### config.mk
export PLATFORM = sky130hd
export DESIGN_NAME = oh_fifo_sync_flat
export DESIGN_NICKNAME = d
export VERILOG_FILES = /design/src/rtl/oh_fifo_sync_if.sv /design/src/rtl/oh_fifo_sync.sv /design/src/flat_wrapper.sv
export SDC_FILE = /design/constraint.sdc
export NUM_CORES = 1
export LEC_CHECK = 0
export BUFFER_PORTS_ARGS = -buffer_cell sky130_fd_sc_hd__buf_2
export CORE_UTILIZATION = 50
export CTS_BUF_LIST = sky130_fd_sc_hd__clkbuf_8
export CTS_CLUSTER_SIZE = 16
export DETAILED_ROUTE_END_ITERATION = 10
export PLACE_DENSITY = 0.78
export REMOVE_ABC_BUFFERS = 1
export SLEW_MARGIN = 20
export SYNTH_ARGS = -nofsm -noshare
export SYNTH_HDL_FRONTEND = slang
export SYNTH_SLANG_ARGS = --single-unit
### constraint.sdc
create_clock -name clk -period 5 [get_ports clk]
set_input_delay 1 -clock clk [delete_from_list [all_inputs] [get_ports clk]]
set_output_delay 1 -clock clk [all_outputs]
set_load 0.05 [all_outputs]
### src/rtl/oh_fifo_sync_if.sv
// oh_fifo_sync_if: bundle of FIFO control, data and status signals.
//   master : the user side. It drives clear, wr_en, din and rd_en, and it
//            observes dout, the flags and count.
//   slave  : the FIFO side, with the opposite directions.
//   DW     : data width.
//   AW     : pointer width. count is AW+1 bits wide.
interface oh_fifo_sync_if #(
  parameter int DW = 32,
  parameter int AW = 4
);
  logic          clear;
  logic          wr_en;
  logic [DW-1:0] din;
  logic          rd_en;
  logic [DW-1:0] dout;
  logic          empty;
  logic          full;
  logic          prog_full;
  logic          prog_empty;
  logic [AW:0]   count;
  logic          overflow;
  logic          underflow;

  modport master (
    output clear, wr_en, din, rd_en,
    input  dout, empty, full, prog_full, prog_empty, count, overflow, underflow
  );

  modport slave (
    input  clear, wr_en, din, rd_en,
    output dout, empty, full, prog_full, prog_empty, count, overflow, underflow
  );
endinterface

### src/rtl/oh_fifo_sync.sv
// oh_fifo_sync: single-clock FIFO with these features:
//   - true occupancy count
//   - programmable full and empty thresholds
//   - optional first-word-fall-through (FWFT)
//   - synchronous flush
//   - sticky overflow and underflow flags
// DEPTH can be any value of 2 or more.
// Ports:
//   clk    : clock. All logic is on the rising edge.
//   nreset : synchronous reset, active low. It has priority over everything.
//   fifo   : slave modport of oh_fifo_sync_if. It carries:
//            - clear, wr_en, din, rd_en
//            - dout, empty, full, prog_full, prog_empty, count
//            - overflow, underflow
module oh_fifo_sync #(
  parameter int DW         = 32,
  parameter int DEPTH      = 16,
  parameter int PROG_FULL  = DEPTH - 2,
  parameter int PROG_EMPTY = 2,
  parameter int FWFT       = 0,
  parameter int AW         = $clog2(DEPTH)
) (
  input  logic           clk,
  input  logic           nreset,
  oh_fifo_sync_if.slave  fifo
);

  localparam logic [AW-1:0] LAST = AW'(DEPTH - 1);
  localparam logic [AW:0]   FULL_CNT = (AW+1)'(DEPTH);
  localparam logic [AW:0]   PF_CNT   = (AW+1)'(PROG_FULL);
  localparam logic [AW:0]   PE_CNT   = (AW+1)'(PROG_EMPTY);

  logic [DW-1:0] mem [DEPTH];
  logic [AW-1:0] wr_ptr, rd_ptr;
  logic [AW:0]   cnt;
  logic          ovf, unf;
  logic          full_w, empty_w, wr_ok, rd_ok;

  // DEPTH need not be a power of two, so the pointers wrap explicitly.
  function automatic logic [AW-1:0] ptr_inc(input logic [AW-1:0] p);
    return (p == LAST) ? '0 : p + 1'b1;
  endfunction

  // All flags decode from the registered count.
  assign full_w  = (cnt == FULL_CNT);
  assign empty_w = (cnt == '0);
  // When full, a read still proceeds and the write is refused.
  // When empty, the reverse applies.
  assign wr_ok   = fifo.wr_en & ~full_w;
  assign rd_ok   = fifo.rd_en & ~empty_w;

  always_ff @(posedge clk) begin
    if (!nreset || fifo.clear) begin
      wr_ptr <= '0;
      rd_ptr <= '0;
      cnt    <= '0;
      ovf    <= 1'b0;
      unf    <= 1'b0;
    end else begin
      if (wr_ok) wr_ptr <= ptr_inc(wr_ptr);
      if (rd_ok) rd_ptr <= ptr_inc(rd_ptr);
      if (wr_ok && !rd_ok)      cnt <= cnt + 1'b1;
      else if (rd_ok && !wr_ok) cnt <= cnt - 1'b1;
      if (fifo.wr_en && full_w)  ovf <= 1'b1;
      if (fifo.rd_en && empty_w) unf <= 1'b1;
    end
  end

  // The storage has no reset. A write is gated off by reset and flush.
  always_ff @(posedge clk) begin
    if (nreset && !fifo.clear && wr_ok) mem[wr_ptr] <= fifo.din;
  end

  if (FWFT == 0) begin : g_reg
    // Registered read: dout updates only on an accepted read.
    // A flush leaves dout unchanged.
    logic [DW-1:0] dout_q;
    always_ff @(posedge clk) begin
      if (!nreset)                   dout_q <= '0;
      else if (!fifo.clear && rd_ok) dout_q <= mem[rd_ptr];
    end
    assign fifo.dout = dout_q;
  end else begin : g_fwft
    // The head word is always presented. dout is meaningless while empty.
    assign fifo.dout = mem[rd_ptr];
  end

  assign fifo.empty      = empty_w;
  assign fifo.full       = full_w;
  assign fifo.prog_full  = (cnt >= PF_CNT);
  assign fifo.prog_empty = (cnt <= PE_CNT);
  assign fifo.count      = cnt;
  assign fifo.overflow   = ovf;
  assign fifo.underflow  = unf;

endmodule

### src/flat_wrapper.sv
// flat-port wrapper written by rule: the top's interface ports become plain ports
module oh_fifo_sync_flat 
#(
  parameter int DW         = 32,
  parameter int DEPTH      = 16,
  parameter int PROG_FULL  = DEPTH - 2,
  parameter int PROG_EMPTY = 2,
  parameter int FWFT       = 0,
  parameter int AW         = $clog2(DEPTH)
)
  (clk, nreset, fifo_clear, fifo_wr_en, fifo_din, fifo_rd_en, fifo_dout, fifo_empty, fifo_full, fifo_prog_full, fifo_prog_empty, fifo_count, fifo_overflow, fifo_underflow);
  oh_fifo_sync_if #(.DW(DW), .AW(AW)) fifo_i ();
  input  logic clk;
  input  logic nreset;
  input wire logic [$bits(fifo_i.clear)-1:0] fifo_clear;
  input wire logic [$bits(fifo_i.wr_en)-1:0] fifo_wr_en;
  input wire logic [$bits(fifo_i.din)-1:0] fifo_din;
  input wire logic [$bits(fifo_i.rd_en)-1:0] fifo_rd_en;
  output wire logic [$bits(fifo_i.dout)-1:0] fifo_dout;
  output wire logic [$bits(fifo_i.empty)-1:0] fifo_empty;
  output wire logic [$bits(fifo_i.full)-1:0] fifo_full;
  output wire logic [$bits(fifo_i.prog_full)-1:0] fifo_prog_full;
  output wire logic [$bits(fifo_i.prog_empty)-1:0] fifo_prog_empty;
  output wire logic [$bits(fifo_i.count)-1:0] fifo_count;
  output wire logic [$bits(fifo_i.overflow)-1:0] fifo_overflow;
  output wire logic [$bits(fifo_i.underflow)-1:0] fifo_underflow;
  assign fifo_i.clear = fifo_clear;
  assign fifo_i.wr_en = fifo_wr_en;
  assign fifo_i.din = fifo_din;
  assign fifo_i.rd_en = fifo_rd_en;
  assign fifo_dout = fifo_i.dout;
  assign fifo_empty = fifo_i.empty;
  assign fifo_full = fifo_i.full;
  assign fifo_prog_full = fifo_i.prog_full;
  assign fifo_prog_empty = fifo_i.prog_empty;
  assign fifo_count = fifo_i.count;
  assign fifo_overflow = fifo_i.overflow;
  assign fifo_underflow = fifo_i.underflow;
  oh_fifo_sync #(.DW(DW), .DEPTH(DEPTH), .PROG_FULL(PROG_FULL), .PROG_EMPTY(PROG_EMPTY), .FWFT(FWFT), .AW(AW)) u_core (.clk(clk), .nreset(nreset), .fifo(fifo_i));
endmodule
==> metrics.md, run 1 <==
| Metric | Value |
|---|---|
| GP Congestion | 0.7701 |
| Post-synthesis cell area | approximately 0.022 mm² |
| Worst min path class | reg2reg |
| Die height | 210.2 µm |
| Final Instance Count excl. Fillers | between 1500 and 2000 |
| Vias per std cell | 5.825 |
| Req. time, crit path | approximately 4000 ps |
| Port bufs | 79 |
| Clk sink count | ~560 |
| Worst hold margin | between 400 and 500 ps |
| Worst R2R Path Depth | 5 |
| Largest net degree at the start of global routing | 66 |
| Main combinational cell family by area after synthesis | multiplexers |
| CTS Root Cell | clkbuf_8 |
| Compound-cell area share of the yosys netlist | 0.04447 |
| Area contributors post-synth | edfxtp_1, mux4_2, mux2i_1 |
| Top achievable clock speed | about 0.31 GHz |
| Setup TNS Final | 0 ps |
| Placed Cells | ~1800 |
| CP arrival | roughly 2200 ps |
| Average wire per standard cell | 23.74 µm |
| IO Pins | 80 |
| Crit Path Class | reg2out |
| Die footprint | 0.04417 mm² |
| Synth Flop Type | edfxtp_1 |
| Avg Cell Area, Syn | around 19 µm² |
| VDD IR max | 0.2197 mV |
| Die width | 210.2 µm |
| Register area share after synthesis | 0.7531 |
| Antenna violations before repair | 0 |
| Tightest Pin Transition | around 960 ps |
| All-Layer GR Usage | 0.2134 |
| Status | completed |
| Crit-path max FO | 8 |
| Vias post-DR | 11320 |
| Critical path endpoint category | primary output |
| Post-CTS Setup Bufs | 0 |
| YS warnings | 0 |
| Setup Viol. Count Final | 0 |
| Mux contribution to synthesized area | 0.1421 |
| CTS tree | yes |
| Share of layout cells above drive strength 1 | 0.2548 |
| Post-synthesis xor/xnor area fraction | 0.002021 |
| Cts bufs inserted | 86 |
| Ys async rst share | 0 |
| First-pass GRT wire length | 69770 µm |
| CTS Hold Bufs | 0 |
| Clk slew on worst S/H paths | 60 ps |
| Filler Cell Count | 3037 |
| Area growth, synth to finish | 12.82% |
| Remaining DRCs | 0 |
| Drt initial violations | 1050 |
| Clk_lat worst skew | 640 ps |
| Grt total ovfl | 0 |
| Simple-gate portion of the synthesized area | 0.03234 |
| Syn Inst Count | 1170 |
| Clk buf depth | 3 |
| Core Area | 0.04232 mm² |
| Most frequent cells after synthesis | edfxtp_1, mux2i_1, mux4_2 |
| Drt pass-1 iters | 5 |
| Synth area leader | edfxtp_1 |
| Unrepaired setup endpoints after global routing | false |
| Leak | 7.794 nW |
| Starting Density | 0.5119 |
| Pwr Total | between 9 and 10 mW |
| Period utilisation layout | 0.6400 |
| Pwr dens | 404.8 mW/mm² |
| Top-count cell post-synth | edfxtp_1 |
| Worst Clk Skew | 29.79 ps |
| Area share of the largest cell type after synthesis | 0.7097 |
| EDFF count, synth | around 510 |
| Area of the multi-input gates | a little over 0.005 mm² |
| Vias in the first global route | between 10000 and 15000 |
| Final Max Slew Viols | 0 |
| Worst rel slew slack | 0.3581 |
| Inserted Diodes | 0 |
| Max H-tree Level | 3 |
| Worst hold stages | 2 |
| Nets | 1343 |
| Minimum clock period | between 3000 and 4000 ps |
| Post-CTS resize count | 0 |
| Seq. cell area | 0.01633 mm² |
| DRT Wirelength | 46130 µm |
| Final hold vios | 0 |
| Post-synthesis cell type count | 50 |
| Row count | 75 |
| Post-Synth Adder-Cell Area | 0.006122 |
| Crit start category | flip-flop |
| Synth Register Bits | 559 |
| Final HPWL DP | about 26000 µm |
| # Max-Cap Violations | 0 |
| Antenna Nets Post-Route | 0 |
[worst max-delay path: stages, from the launching register on]
cell,delay (ps)
dfxtp_1,390
or4_1,700
nor2_1,180
buf_2,280
[stage by stage]
stage,cell area [µm²],utilization,setup WS [ps]
finish,24440,0.5775,1800
global route,24440,0.5775,1671
CTS,24410,0.5769,1751
detailed placement,22750,0.5376,1455
global placement,22750,0.5376,1505
floorplan,21250,-,-2200
[sequential cells by signal, summed over array words and instances, names as in the netlist]
signal,cells
u_core.mem,512
u_core.wr_ptr,4
u_core.fifo.underflow,1
u_core.fifo.overflow,1
u_core.fifo.dout,32
u_core.rd_ptr,4
u_core.fifo.count,5
[layout make-up]
| type | instances | area share |
|---|---|---|
| Sequential cell | 559 | 0.6680 |
| Multi-Input combinational cell | 537 | 0.2065 |
| Clock buffer | 96 | 0.05406 |
| Tap cell | 577 | 0.02954 |
| Timing Repair Buffer | 108 | 0.02744 |
| Clock inverter | 62 | 0.01387 |
| Inverter | 4 | 0.0006143 |
[worst paths after layout]
kind | from | end | slack (ps)
max | u_core.fifo.count[1]$_SDFFE_PP0P_ | fifo_empty | 1800
min | u_core.fifo.underflow$_SDFFE_PP0P_ | u_core.fifo.underflow$_SDFFE_PP0P_ | 470
max reg2reg | u_core.fifo.count[1]$_SDFFE_PP0P_ | u_core.mem[7][19]$_DFFE_PP_ | 2040
min reg2reg | u_core.fifo.underflow$_SDFFE_PP0P_ | u_core.fifo.underflow$_SDFFE_PP0P_ | 470
[cell families after synthesis]
family,count (synthesis)
AND/OR/NAND/NOR,152
flip-flops,559
AO/OA/AOI/OAI,149
adder cells (fa/ha/maj),10
multiplexers,221
buffers and inverters,74
XOR/XNOR,5
[placed cells by master, fill, tap and decap left out, drive strengths merged, types with 2 or more instances in the layout]
cell,Yosys,final
ha,9,9
or3b,2,2
o211ai,2,2
nand3,24,24
xor2,4,4
or2,8,8
o22ai,6,6
clkbuf,28,96
nor2b,4,4
o21ai,8,8
clkinv,0,33
mux2i,132,132
bufinv,0,3
nand3b,3,3
a211oi,4,4
nand2,61,61
inv,4,29
buf,42,108
edfxtp,512,512
nand4,8,8
nor2,30,30
nor3,4,4
a22oi,32,32
a31oi,33,33
a21oi,51,51
a2bb2oi,2,2
dfxtp,47,47
mux4,67,67
and2,2,2
a21o,2,2
mux2,22,22
nand2b,4,4
[report_power, final]
| group | leakage, nW | internal (mW) | switching [mW] |
|---|---|---|---|
| registers | 4.99 | 5.18 | 0.0942 |
| logic | 1.86 | 0.329 | 0.675 |
| clock network | 0.942 | 1.92 | 1.69 |
| total | 7.79 | 7.43 | 2.46 |
[metal layers]
layer  wire [µm]  track usage  up-vias
met5           0            0        -
li1            -            -     4950
met4         946      0.07501        0
met3        3913      0.05006       68
met2       22200       0.3393      550
met1       19060       0.2906     5750
No activity file was read; power rests on OpenSTA's default activity.
==> inputs of run 2 (changes only) <==
--- a/config.mk
+++ b/config.mk
@@ -10,7 +10,7 @@
 export CTS_BUF_LIST = sky130_fd_sc_hd__clkbuf_8
 export CTS_CLUSTER_SIZE = 16
 export DETAILED_ROUTE_END_ITERATION = 10
-export PLACE_DENSITY = 0.78
+export PLACE_DENSITY = 0.8
 export REMOVE_ABC_BUFFERS = 1
 export SLEW_MARGIN = 20
 export SYNTH_ARGS = -nofsm -noshare
==> constraint.sdc (replaced) <==
create_clock -name clk -period 2.6 [get_ports clk]
set_input_delay 0.52 -clock clk [delete_from_list [all_inputs] [get_ports clk]]
set_output_delay 0.52 -clock clk [all_outputs]
set_load 0.05 [all_outputs]
==> metrics.md, run 2 (same netlist as run 1, synthesis figures left out) <==
| Metric | Value |
|---|---|
| Top achievable clock speed | 0.3922 GHz |
| Clk_lat worst skew | 640 ps (about the same) |
| Clk slew on worst S/H paths | 60 ps (about the same) |
| CP arrival | 2030 ps (-170 ps) |
| Inserted Diodes | 0 (unchanged) |
| Period utilisation layout | 0.9808 |
| Commonest non-fill, non-tap cells in the layout | edfxtp_1, mux2i_1, clkbuf_8 |
| Drt pass-1 iters | 7 (+2) |
| Drt initial violations | 1163 (+11%) |
| IO Pins | 80 (unchanged) |
| Die width | 210.2 µm (unchanged) |
| Post-CTS Setup Bufs | 0 (unchanged) |
| Die height | 210.2 µm (unchanged) |
| Met3 Track Usage GR | 0.04797 (-0.002086) |
| All-Layer GR Usage | 0.2262 (+0.01274) |
| Vias per std cell | 5.904 (+1.4%) |
| Crit-path max FO | 5 (-3) |
| GRT busiest layer | met2 |
| Leak | 8.162 nW (+4.7%) |
| Core Area | 0.04232 mm² (unchanged) |
| Antenna violations before repair | 2 (+2) |
| Average wire per standard cell | 24.53 µm (+3.3%) |
| VDD IR max | 0.3358 mV (+53%) |
| Req. time, crit path | 2080 ps (-1920 ps) |
| CTS tree | yes |
| Antenna Nets Post-Route | 0 (unchanged) |
| Nets | 1391 (+3.6%) |
| Largest net degree at the start of global routing | 40 (-39%) |
| Clk buf depth | 3 (unchanged) |
| Final Max Slew Viols | 0 (unchanged) |
| Unrepaired setup endpoints after global routing | true |
| Die footprint | 0.04417 mm² (unchanged) |
| Remaining DRCs | 0 (unchanged) |
| Worst path buffer plus inverter count | 2 (+1) |
| DRT Wirelength | 48850 µm (+5.9%) |
| Critical path endpoint category | primary output |
| PnR worst setup slack | 50.03 ps (-1750 ps) |
| Worst hold margin | 179.8 ps (-288.7 ps) |
| Area growth, synth to finish | 16.21% |
| CTS Root Cell | clkbuf_8 |
| Cts bufs inserted | 83 (-3.5%) |
| CTS Hold Bufs | 0 (unchanged) |
| Status | completed |
| # Max-Cap Violations | 0 (unchanged) |
| Final HPWL DP | 28230 µm (+7.2%) |
| Max FFs per register | 512 (unchanged) |
| Filler Cell Count | 2913 (-4.1%) |
| Minimum clock period | 2550 ps |
| Grt total ovfl | 0 (unchanged) |
| Final hold vios | 0 (unchanged) |
| Launch point of the worst hold path | fifo_wr_en |
| Tightest Pin Transition | 672.7 ps (-290.1 ps) |
| First-pass GRT wire length | 73060 µm (+4.7%) |
| Setup crit start | u_core.fifo.count[0]$_SDFFE_PP0P_ |
| Setup TNS Final | 0 ps (unchanged) |
| Clk sink count | 559 (unchanged) |
| CP max stage delay | 570 ps (-130 ps) |
| Grt met2 use | 0.3702 (+0.03083) |
| Share of layout cells above drive strength 1 | 0.2954 (+0.04065) |
| Top reg by flops | u_core.mem |
| Pre-CTS WS | -23.99 ps (-1479 ps) |
| Most common cell after layout, fill and taps aside | edfxtp_1 |
| Worst min path class | in2reg |
| Worst R2R Start | u_core.fifo.count[0]$_SDFFE_PP0P_ |
| Crit Path Class | reg2out |
| Setup Viol. Count Final | 0 (unchanged) |
| Pwr dens | 773.7 mW/mm² (+91%) |
| Slowest cell on crit path | or4_4 |
| Port bufs | 79 (unchanged) |
| Fin util | 0.5949 (+0.01738) |
| Worst Clk Skew | 18.69 ps (-11.11 ps) |
| Crit start category | flip-flop |
| Max H-tree Level | 3 (unchanged) |
| Vias in the first global route | 12080 (+3.9%) |
| GRT met1 Usage | 0.3018 (+0.01123) |
| GP Congestion | 0.7847 (+1.9%) |
| Starting Density | 0.5119 (unchanged) |
| Worst rel slew slack | 0.5511 (+0.1929) |
| Critical-path cell list | or4_4, buf_4, nor2_1, buf_6 |
| CP delay by family, top | simple AND/OR/NAND/NOR gates |
| Row count | 75 (unchanged) |
| Vias post-DR | 11760 (+3.9%) |
==> run 2: cell count changes in the layout (fill, tap and decap cells not counted), moves of 2 or more <==
cell and change:
buf_12 +21, buf_2 -2, buf_4 +31, buf_6 +2
clkbuf_8 +9, clkinv_1 -13, clkinv_2 +3, ha_1 -2
inv_1 -2
==> run 2: power by group <==
| part | leakage [nW] | switching (mW) | total [mW] | internal, mW |
|---|---|---|---|---|
| Clock | 0.980 | 3.30 | 7.16 | 3.86 |
| Sequential | 4.99 | 0.154 | 10.1 | 9.96 |
| Combinational | 2.19 | 1.39 | 2.20 | 0.805 |
==> run 2: area by class of cell <==
| cell class | instances | area [µm²] | area share |
|---|---|---|---|
| Tap cell | 577 | 721.9 | 0.02868 |
| Clock buffer | 105 | 1445 | 0.05740 |
| Timing Repair Buffer | 159 | 1309 | 0.05198 |
| Inverter | 4 | 15.01 | 0.0005964 |
| Clock inverter | 51 | 281.5 | 0.01118 |
| Sequential cell | 559 | 16330 | 0.6484 |
| Multi-Input combinational cell | 537 | 5079 | 0.2017 |
==> run 2: path summary, 6_finish.rpt <==
| kind | end | slack, ps | cells after the start |
|---|---|---|---|
| setup / recovery | fifo_empty | 50 | 4 |
| setup reg to reg | u_core.fifo.count[3]$_SDFFE_PP0P_ | 110 | 10 |
| hold reg to reg | u_core.fifo.underflow$_SDFFE_PP0P_ | 460 | 2 |
| hold / removal | u_core.fifo.overflow$_SDFFE_PP0P_ | 180 | 3 |
==> run 2: layer usage <==
| metal | wire [µm] | vias to the layer above | part of all wire |
|---|---|---|---|
| met3 | 4295 | 110 | 0.088 |
| li1 | - | 5054 | - |
| met5 | 24 | - | 0.00049 |
| met4 | 1296 | 4 | 0.027 |
| met2 | 23810 | 603 | 0.49 |
| met1 | 19430 | 5990 | 0.40 |
==> run 2: tightest hold or removal path: stages <==
cell     delay (ps)
buf_2           110
a21oi_1          70
nor2_1           80
==> run 2: per-stage QoR <==
stage               cell area (µm²)  std cells  power [mW]
CTS                           25150       1992       19.56
detailed placement            23410       1836       12.44
finish                        25180       1992       19.48
global route                  25180       1992       20.09
global placement              23410       1836       12.38
floorplan                     21250       1100       11.78
==> run 2: what timing repair did <==
item | in CTS | in global routing
setup endpoints to repair | 3 | 4
gates cloned | 0 | 0
hold endpoints to repair | 0 | 0
resized for setup | 4 | 7
==> inputs of run 3 (changes only) <==
--- a/config.mk
+++ b/config.mk
@@ -5,7 +5,7 @@
 export SDC_FILE = /design/constraint.sdc
 export NUM_CORES = 1
 export LEC_CHECK = 0
-export BUFFER_PORTS_ARGS = -buffer_cell sky130_fd_sc_hd__buf_2
+export BUFFER_PORTS_ARGS = -buffer_cell sky130_fd_sc_hd__buf_4
 export CORE_UTILIZATION = 50
 export CTS_BUF_LIST = sky130_fd_sc_hd__clkbuf_8
 export CTS_CLUSTER_SIZE = 16
@@ -16,3 +16,4 @@
 export SYNTH_ARGS = -nofsm -noshare
 export SYNTH_HDL_FRONTEND = slang
 export SYNTH_SLANG_ARGS = --single-unit
+export TNS_END_PERCENT = 30
==> metrics.md, run 3 (same netlist as run 1, synthesis figures left out) <==
| Metric | Value |
|---|---|
| Die width | 210.2 µm (unchanged) |
| Slowest cell on crit path | or4_4 |
| Setup crit start | u_core.fifo.count[0]$_SDFFE_PP0P_ |
| Drt pass-1 iters | 5 (-2) |
| Critical path endpoint category | flip-flop |
| Leak | 8.129 nW (-0.40%) |
| Average wire per standard cell | 24.33 µm (-0.78%) |
| Setup TNS Final | 0 ps (unchanged) |
| Crit start category | flip-flop |
| CP delay by family, top | simple AND/OR/NAND/NOR gates |
| Vias post-DR | 11630 (-1.1%) |
| VDD IR max | 0.3983 mV (+19%) |
| Most used cell, CP | mux2i_1 |
| All-Layer GR Usage | 0.2226 (-0.003563) |
| Final instance area | 0.02518 mm² (about the same) |
| Largest net degree at the start of global routing | 49 (+23%) |
| DRT Wirelength | 48280 µm (-1.2%) |
| Grt met2 use | 0.3621 (-0.008107) |
| CTS Hold Bufs | 0 (unchanged) |
| Area after DPL | 0.02351 mm² (+0.43%) |
| P_int | 14.40 mW (-1.5%) |
| Filler Cell Count | 2935 (+0.76%) |
| Share of layout cells above drive strength 1 | 0.2814 (-0.01396) |
| Port bufs | 79 (unchanged) |
| Most common cell after layout, fill and taps aside | edfxtp_1 |
| Area growth, synth to finish | 16.23% (about the same) |
| Worst rel slew slack | 0.5701 (+0.01901) |
| Critical-path cell list | or4_4, o21ai_4, ha_1, inv_2, fa_2, a21o_1, a21oi_2, mux2i_1, mux2i_1 |
| Vias per std cell | 5.861 (-0.72%) |
| Tightest Pin Transition | 642.5 ps (-30.17 ps) |
| Switch share | 0.2501 (+0.001004) |
| Worst R2R Start | u_core.fifo.count[0]$_SDFFE_PP0P_ |
| CTS Root Cell | clkbuf_8 |
| Clk slew on worst S/H paths | 60 ps (about the same) |
| IO Pins | 80 (unchanged) |
| Met3 Track Usage GR | 0.04693 (-0.001043) |
| Clk sink count | 559 (unchanged) |
| Status | completed |
| Final hold vios | 0 (unchanged) |
| CTS tree | yes |
| Worst Clk Skew | 17.30 ps (-1.385 ps) |
| Period utilisation layout | 0.9744 (-0.006366) |
| Worst path buffer plus inverter count | 1 (-1) |
| Remaining DRCs | 0 (unchanged) |
| Top reg by flops | u_core.mem |
| Crit-path max FO | 5 (unchanged) |
| Drt initial violations | 1344 (+16%) |
| Top achievable clock speed | 0.3947 GHz (+0.65%) |
| Clk_lat worst skew | 640 ps (about the same) |
| Die footprint | 0.04417 mm² (unchanged) |
| Nets | 1383 (-0.58%) |
| Grt total ovfl | 0 (unchanged) |
| GP Congestion | 0.7932 (+1.1%) |
| NetSw | 4.803 mW (-1.0%) |
| Inserted Diodes | 0 (unchanged) |
| Comb pwr share | 0.120 (+0.007) |
| Antenna Nets Post-Route | 0 (unchanged) |
| Launch point of the worst hold path | fifo_wr_en |
| Final Instance Count excl. Fillers | 1984 (-0.40%) |
| Max H-tree Level | 3 (unchanged) |
| Antenna violations before repair | 1 (-1) |
| Vias in the first global route | 11820 (-2.1%) |
| Setup Viol. Count Final | 0 (unchanged) |
| GRT busiest layer | met2 |
| Placed Cells | 1828 (-0.44%) |
| Req. time, crit path | 3160 ps (+1080 ps) |
| First-pass GRT wire length | 71730 µm (-1.8%) |
| GRT met1 Usage | 0.2983 (-0.003492) |
| Minimum clock period | 2533 ps (-16.55 ps) |
| Starting Density | 0.5119 (unchanged) |
| Row count | 75 (unchanged) |
| Crit Path Class | reg2reg |
| Cts bufs inserted | 83 (unchanged) |
| Commonest non-fill, non-tap cells in the layout | edfxtp_1, mux2i_1, buf_4 |
| Post-CTS resize count | 6 (+2) |
| Reg power frac | 0.527 (+0.008) |
| Final Max Slew Viols | 0 (unchanged) |
| CP arrival | 3100 ps (+1070 ps) |
| Max FFs per register | 512 (unchanged) |
| Post-CTS Setup Bufs | 0 (unchanged) |
| Die height | 210.2 µm (unchanged) |
| Worst min path class | in2reg |
| Clock Power Share | 0.354 (-0.014) |
| CP max stage delay | 550 ps (-20 ps) |
| Clk buf depth | 3 (unchanged) |
| Core Area | 0.04232 mm² (unchanged) |
| Pwr dens | 762.7 mW/mm² (-1.4%) |
| # Max-Cap Violations | 0 (unchanged) |
| Final HPWL DP | 27040 µm (-4.2%) |
run 3: final timing paths:
kind	endpoint	slack (ps)	depth (start not counted)
worst max register to register	u_core.fifo.count[4]$_SDFFE_PP0P_	70	9
worst min-delay path	u_core.fifo.overflow$_SDFFE_PP0P_	170	3
worst min register to register	u_core.fifo.underflow$_SDFFE_PP0P_	480	2
worst max-delay path	u_core.fifo.count[4]$_SDFFE_PP0P_	70	9
run 3: layer usage:
metal	wire length (µm)	vias up	part of all wire
li1	-	5035	-
met1	19170	5909	0.40
met2	23780	577	0.49
met3	4120	106	0.085
met4	1200	2	0.025
met5	9	-	0.00019
run 3: metrics by stage:
stage | hold slack, ps | setup WS (ps) | total power, mW | utilization
global route | 152.6 | -46.53 | 19.84 | 0.5950
floorplan | 544.3 | -4600 | 11.78 | -
detailed placement | 469.9 | -48.30 | 12.51 | 0.5554
finish | 171.6 | 66.58 | 19.21 | 0.5950
global placement | 456.2 | 19.57 | 12.46 | 0.5554
CTS | 124.9 | 1.599 | 19.28 | 0.5942
run 3: power by group through the flow:
stage	logic, mW	registers (mW)	clock network, mW
global placement	2.17	10.3	0
CTS	2.26	10.1	6.91
detailed placement	2.21	10.3	0
finish	2.30	10.1	6.79
floorplan	0.972	10.8	0
global route	2.44	10.1	7.28
run 3: area by class of cell:
type	count	area, µm²	area share
timing repair buffer	151	1404	0.05575
sequential	559	16330	0.6483
inverter	4	15.01	0.0005962
clock buffer	95	1308	0.05192
tap	577	721.9	0.02867
multi-input combinational	537	5095	0.2023
clock inverter	61	312.8	0.01242
run 3: worst reg2reg max path: stages, from the launching register on:
cell     delay (ps)
dfxtp_1         320
or4_4           550
o21ai_4         150
ha_1            190
inv_2            90
fa_2            360
a21o_1          180
a21oi_2         180
mux2i_1         240
mux2i_1         200
